==> config.mk <==
export PLATFORM = sky130hd
export DESIGN_NAME = cell_chain
export DESIGN_NICKNAME = d
export VERILOG_FILES = /design/src/rtl/cell_chain_pkg.sv /design/src/rtl/cell_chain_latch.sv /design/src/rtl/cell_chain.sv
export SDC_FILE = /design/constraint.sdc
export NUM_CORES = 1
export LEC_CHECK = 0
export ABC_CLOCK_PERIOD_IN_PS = 1600
export CAP_MARGIN = 0
export CORE_MARGIN = 4
export CORE_UTILIZATION = 41
export CTS_CLUSTER_DIAMETER = 30
export CTS_CLUSTER_SIZE = 24
export DETAILED_ROUTE_END_ITERATION = 10
export GPL_ROUTABILITY_DRIVEN = 1
export PLACE_DENSITY = 0.74
export SYNTH_ARGS = -nofsm -noshare
export SYNTH_HDL_FRONTEND = slang
export SYNTH_SLANG_ARGS = --single-unit
==> constraint.sdc <==
create_clock -name clk -period 1.6 [get_ports clk]
set_input_delay 0.32 -clock clk [delete_from_list [all_inputs] [get_ports clk]]
set_output_delay 0.32 -clock clk [all_outputs]
set_load 0.05 [all_outputs]
==> src/rtl/cell_chain_pkg.sv <==
// Shared types and limits for the cell_chain two-phase toggle counter.
// Phase FSM encoding plus the largest supported stage count.
package cell_chain_pkg;

    typedef enum logic {
        PH_IDLE  = 1'b0,
        PH_ARMED = 1'b1
    } phase_t;

    localparam int CC_MAX_WIDTH = 17;

endpackage

==> src/rtl/cell_chain_latch.sv <==
// Master latch bank and phase FSM: captures chain inputs on enp, arms the slave update.
// Latency: latches valid the clk after enp; update strobe is combinational on enn while ARMED.
// Backpressure: none; enn without a prior enp is dropped (CELL_CHAIN_UPDOWN_EN adds dir).
module cell_chain_latch
    import cell_chain_pkg::*;
#(
    parameter int WIDTH = 4
) (
    input  logic             clk,
    input  logic             reset_n,
    input  logic             enp_i,
    input  logic             enn_i,
    input  logic             t_in_i,
    input  logic             r_i,
    input  logic             ld_i,
    input  logic [WIDTH-1:0] d_i,
`ifdef CELL_CHAIN_UPDOWN_EN
    input  logic             dir_i,
    output logic             dir_l_o,
`endif
    output logic             t_in_l_o,
    output logic             r_l_o,
    output logic             ld_l_o,
    output logic [WIDTH-1:0] d_l_o,
    output logic             upd_o
);

    phase_t           state_q, state_d;
    logic             t_in_q, r_q, ld_q;
    logic [WIDTH-1:0] d_q;

    always_ff @(posedge clk or negedge reset_n) begin
        if (!reset_n) begin
            state_q <= PH_IDLE;
        end else begin
            state_q <= state_d;
        end
    end

    // enp wins over enn so a coincident pair leaves the cell ARMED.
    always_comb begin
        state_d = state_q;
        if (enp_i) begin
            state_d = PH_ARMED;
        end else if (enn_i && (state_q == PH_ARMED)) begin
            state_d = PH_IDLE;
        end
    end

    always_comb begin
        upd_o = enn_i && (state_q == PH_ARMED);
    end

    always_ff @(posedge clk or negedge reset_n) begin
        if (!reset_n) begin
            t_in_q <= 1'b0;
            r_q    <= 1'b0;
            ld_q   <= 1'b0;
            d_q    <= '0;
        end else if (enp_i) begin
            t_in_q <= t_in_i;
            r_q    <= r_i;
            ld_q   <= ld_i;
            d_q    <= d_i;
        end
    end

`ifdef CELL_CHAIN_UPDOWN_EN
    logic dir_q;

    always_ff @(posedge clk or negedge reset_n) begin
        if (!reset_n) begin
            dir_q <= 1'b0;
        end else if (enp_i) begin
            dir_q <= dir_i;
        end
    end

    assign dir_l_o = dir_q;
`endif

    assign t_in_l_o = t_in_q;
    assign r_l_o    = r_q;
    assign ld_l_o   = ld_q;
    assign d_l_o    = d_q;

endmodule

==> src/rtl/cell_chain.sv <==
// WIDTH-stage two-phase toggle counter with clear, load, terminal count and carry out.
// Latency: q changes on the enn edge after the enp sample; t_out is combinational.
// Backpressure: none; CELL_CHAIN_UPDOWN_EN adds dir for down-count and borrow chaining.
module cell_chain
    import cell_chain_pkg::*;
#(
    parameter int               WIDTH   = 4,
    parameter logic [WIDTH-1:0] RST_VAL = '0
) (
    input  logic             clk,
    input  logic             reset_n,
    input  logic             enp,
    input  logic             enn,
    input  logic             t_in,
    input  logic             r,
    input  logic             ld,
    input  logic [WIDTH-1:0] d,
`ifdef CELL_CHAIN_UPDOWN_EN
    input  logic             dir,
`endif
    output logic [WIDTH-1:0] q,
    output logic [WIDTH-1:0] nq,
    output logic             t_out,
    output logic             nt_out,
    output logic             tc
);

    generate
        if ((WIDTH < 1) || (WIDTH > CC_MAX_WIDTH)) begin : g_bad_width
            $error("cell_chain: WIDTH out of range 1..17");
        end
    endgenerate

    localparam logic [WIDTH-1:0] ONE = WIDTH'(1);

    logic             t_in_l, r_l, ld_l, upd;
    logic [WIDTH-1:0] d_l;
    logic [WIDTH-1:0] q_q, q_d;

`ifdef CELL_CHAIN_UPDOWN_EN
    logic dir_l;
`endif

    cell_chain_latch #(
        .WIDTH (WIDTH)
    ) u_latch (
        .clk      (clk),
        .reset_n  (reset_n),
        .enp_i    (enp),
        .enn_i    (enn),
        .t_in_i   (t_in),
        .r_i      (r),
        .ld_i     (ld),
        .d_i      (d),
`ifdef CELL_CHAIN_UPDOWN_EN
        .dir_i    (dir),
        .dir_l_o  (dir_l),
`endif
        .t_in_l_o (t_in_l),
        .r_l_o    (r_l),
        .ld_l_o   (ld_l),
        .d_l_o    (d_l),
        .upd_o    (upd)
    );

    // Slave stage: reads the pre-edge latch values, so a coincident enp/enn uses old samples.
    always_comb begin
        q_d = q_q;
        if (upd) begin
            if (r_l) begin
                q_d = RST_VAL;
            end else if (ld_l) begin
                q_d = d_l;
            end else if (t_in_l) begin
`ifdef CELL_CHAIN_UPDOWN_EN
                q_d = dir_l ? (q_q - ONE) : (q_q + ONE);
`else
                q_d = q_q + ONE;
`endif
            end
        end
    end

    always_ff @(posedge clk or negedge reset_n) begin
        if (!reset_n) begin
            q_q <= RST_VAL;
        end else begin
            q_q <= q_d;
        end
    end

`ifdef CELL_CHAIN_UPDOWN_EN
    assign tc = dir_l ? (q_q == '0) : (&q_q);
`else
    assign tc = &q_q;
`endif

    assign q      = q_q;
    assign nq     = ~q_q;
    assign t_out  = t_in_l & tc;
    assign nt_out = ~t_out;

endmodule

==> metrics.txt <==
Post-CTS Hold Buffers=0; number of cell instances on the worst register-to-register path=6; antenna diode count=0; Crit-path slowest cell=sky130_fd_sc_hd__dfrtp_2; number of nets with antenna violations after detailed routing=0; most used flip-flop cell after synthesis=sky130_fd_sc_hd__dfrtp_1; library cell with the highest instance count after synthesis=sky130_fd_sc_hd__dfrtp_1; antenna violations before repair=0; arrival time at the worst endpoint=1.38 ns; Mapped Area=579 um^2; min-delay worst type=input pin to async pin; synthesized area divided by synthesized cell count=11.4 um^2; data required time at the worst endpoint=1.28 ns; Peak Freq=590 MHz; number of maximum-capacitance violations=0; portion of synthesized cell area occupied by the leading cell type=51.8%; ratio of cells with drive above 1 in the final layout=45.0%; endpoints failing hold=0; failing checks=negative setup slack; post-route worst setup slack=-0.0954 ns; placeable core region=0.00132 mm^2; CTS tree=yes; met1 capacity usage during global routing=17.3%; reg2reg setup slack=0.31 ns; area growth from synthesis to final layout=76.0%; number of synthesized flops with an enable pin=0; Critical Path Start Type=register; Post-Route Utilization=77.4%; CTS Buffer Depth=2; remaining design rule violation count=0; CTS H-tree depth=1; Pwr Density=1090 mW/mm^2; share of the cycle needed by the critical path after routing=106%; relative slew slack=63.9%; critical path, cell by cell=ha_4, and3_4, nand2_8, clkinvlp_4, buf_12; clock insertion delay at the later pin of the skew report=0.27 ns; final worst path period need=1.70 ns; status=finished, violations left; number of buffers created by CTS=3; first-pass GRT wire length=2.14 mm; share of flip-flops with an asynchronous set or reset after synthesis=100%; FF+latch area=305 um^2; floorplan row count=13; DPL Wire Length=1.00 mm; Filler Cell Count=101; initial core utilization=44.0%; Synth top cells by count=12 x sky130_fd_sc_hd__dfrtp_1, 7 x sky130_fd_sc_hd__mux2_2, 6 x sky130_fd_sc_hd__inv_1; endpoint type of the worst setup path=primary output; #FFs+latches synth=12; fraction of met3 tracks used by global routing=6.32%; Post-Syn Nets=63; area occupied by multi-input gates=278 um^2; Yosys warning total=0; share of synthesized area occupied by flip-flops and latches=51.8%; clock-pin transition on the worst setup and hold timing paths=0.07 ns; I/O pins=22; number of global-route vias before repair=457; number of DRC markers in iteration 0=3; largest net degree at the start of global routing=13; total leakage power=0.423 nW; launch instance of the worst register-to-register path=q[1]; detail-routed net length per standard cell=13.4 um; crit-path max FO=2; Top Family by Delay on Critical Path=flip-flops; number of buffers added on ports=21; CP peak stage delay=0.43 ns; average via count per standard cell=5.20; root cell of the clock tree=sky130_fd_sc_hd__clkbuf_4; Yosys top cell by area=sky130_fd_sc_hd__dfrtp_1; actual slew at the worst max-slew pin=0.540 ns; Fin Hold WS=0.400 ns; terminus of the critical flop-to-flop path=q[2]; Sum Neg Setup Slack=-0.145 ns; die outline width=45.6 um; final-report setup violation count=2; die area=0.00208 mm^2; TritonCTS Sinks=12; number of library cell types mapped by synthesis=22; unrepaired setup endpoints after global routing=yes; height of the chip=45.6 um; number of detailed-routing iterations run before antenna repair=4; Post-Syn Instances=51; Worst Setup Path Type=register to primary output; layer with the highest usage after global routing=met2; global-route usage over all layers=14.6%; GRT overflow=0; post-route clock skew=0.00805 ns; Routed WL=1.28 mm; worst path buffer plus inverter count=2; global placement routability congestion=0.819; Final Net Count=93; maximum vdd ir drop=0.795 mV; global routing met2 resource utilization=24.0%; total number of vias=494; pins over their slew limit=0; synth top area cells=sky130_fd_sc_hd__dfrtp_1 52%, sky130_fd_sc_hd__mux2_2 14%, sky130_fd_sc_hd__o311ai_4 4.5%, sky130_fd_sc_hd__inv_1 3.9%, sky130_fd_sc_hd__o21ai_1 2.6%
==> cell type report <==
type,instances,share of cell area (%)
Timing Repair Buffer,27,35.8
Multi-Input combinational cell,31,27.2
Inverter,6,2.58
Clock buffer,4,2.58
Sequential cell,12,29.9
Tap cell,15,1.84
==> state kept, by name, summed over array words and instances (netlist names) <==
| register | cells |
|---|---|
| u_latch.d_l_o | 4 |
| u_latch.t_in_l_o | 1 |
| q | 4 |
| u_latch.r_l_o | 1 |
| u_latch.ld_l_o | 1 |
| u_latch.state_q | 1 |
==> through the flow <==
stage	power [mW]	worst slack, ns	area (um^2)	std cells
3_3_place_gp	0.918	0.0954	971	88
6_report	1.11	-0.0954	1020	95
3_5_place_dp	0.928	0.0861	971	88
5_1_grt	1.18	-0.155	1020	95
4_1_cts	1.12	-0.107	1010	94
2_1_floorplan	0.647	-0.125	622	51
==> repair_timing <==
item | CTS | global route
pin swaps | 1 | 1
gates resized for setup | 0 | 0
buffers inserted | 2 | 1
gates cloned | 0 | 0
setup endpoints to repair | 2 | 3
==> cell families (layout without fill, tap and decap cells) <==
group	count (synthesis)	in the layout	synth area share [%]
adder cells (fa/ha/maj)	1	1	2.16
AND/OR/NAND/NOR	10	10	8.42
AO/OA/AOI/OAI	12	12	16.2
buffers and inverters	8	37	6.05
multiplexers	8	8	15.3
flip-flops	12	12	51.8
==> layout by cell type (no fill, tap or decap), drive strengths merged, types with 2 or more instances in the layout <==
master,count
mux2,7
buf,17
nand2,4
dfrtp,12
inv,5
clkdlybuf4s50,10
clkbuf,4
a21oi,2
o21ai,5
==> power breakdown <==
part           total, mW  switching, mW  internal [mW]  leakage (nW)
Combinational      0.521          0.263          0.258         0.268
Clock              0.187         0.0901         0.0964        0.0150
Sequential         0.403         0.0557          0.348         0.140
==> routing by layer <==
metal | up-vias | part of all wire [%]
met5 | - | 0
met4 | 0 | 0
met3 | 0 | 8.9
met2 | 22 | 51
met1 | 234 | 40
li1 | 238 | -
==> worst max path at each step <==
| stage | from | endpoint | cells past startpoint |
|---|---|---|---|
| 2_1_floorplan | q[0] | t_out | 4 |
| 3_3_place_gp | enp | u_latch.d_l_o[2] | 2 |
| 3_5_place_dp | enp | u_latch.t_in_l_o | 2 |
| 4_1_cts | q[0] | t_out | 5 |
| 5_1_grt | q[0] | t_out | 5 |
| 6_report | q[1] | t_out | 5 |
No activity file was read; power rests on OpenSTA's default activity.
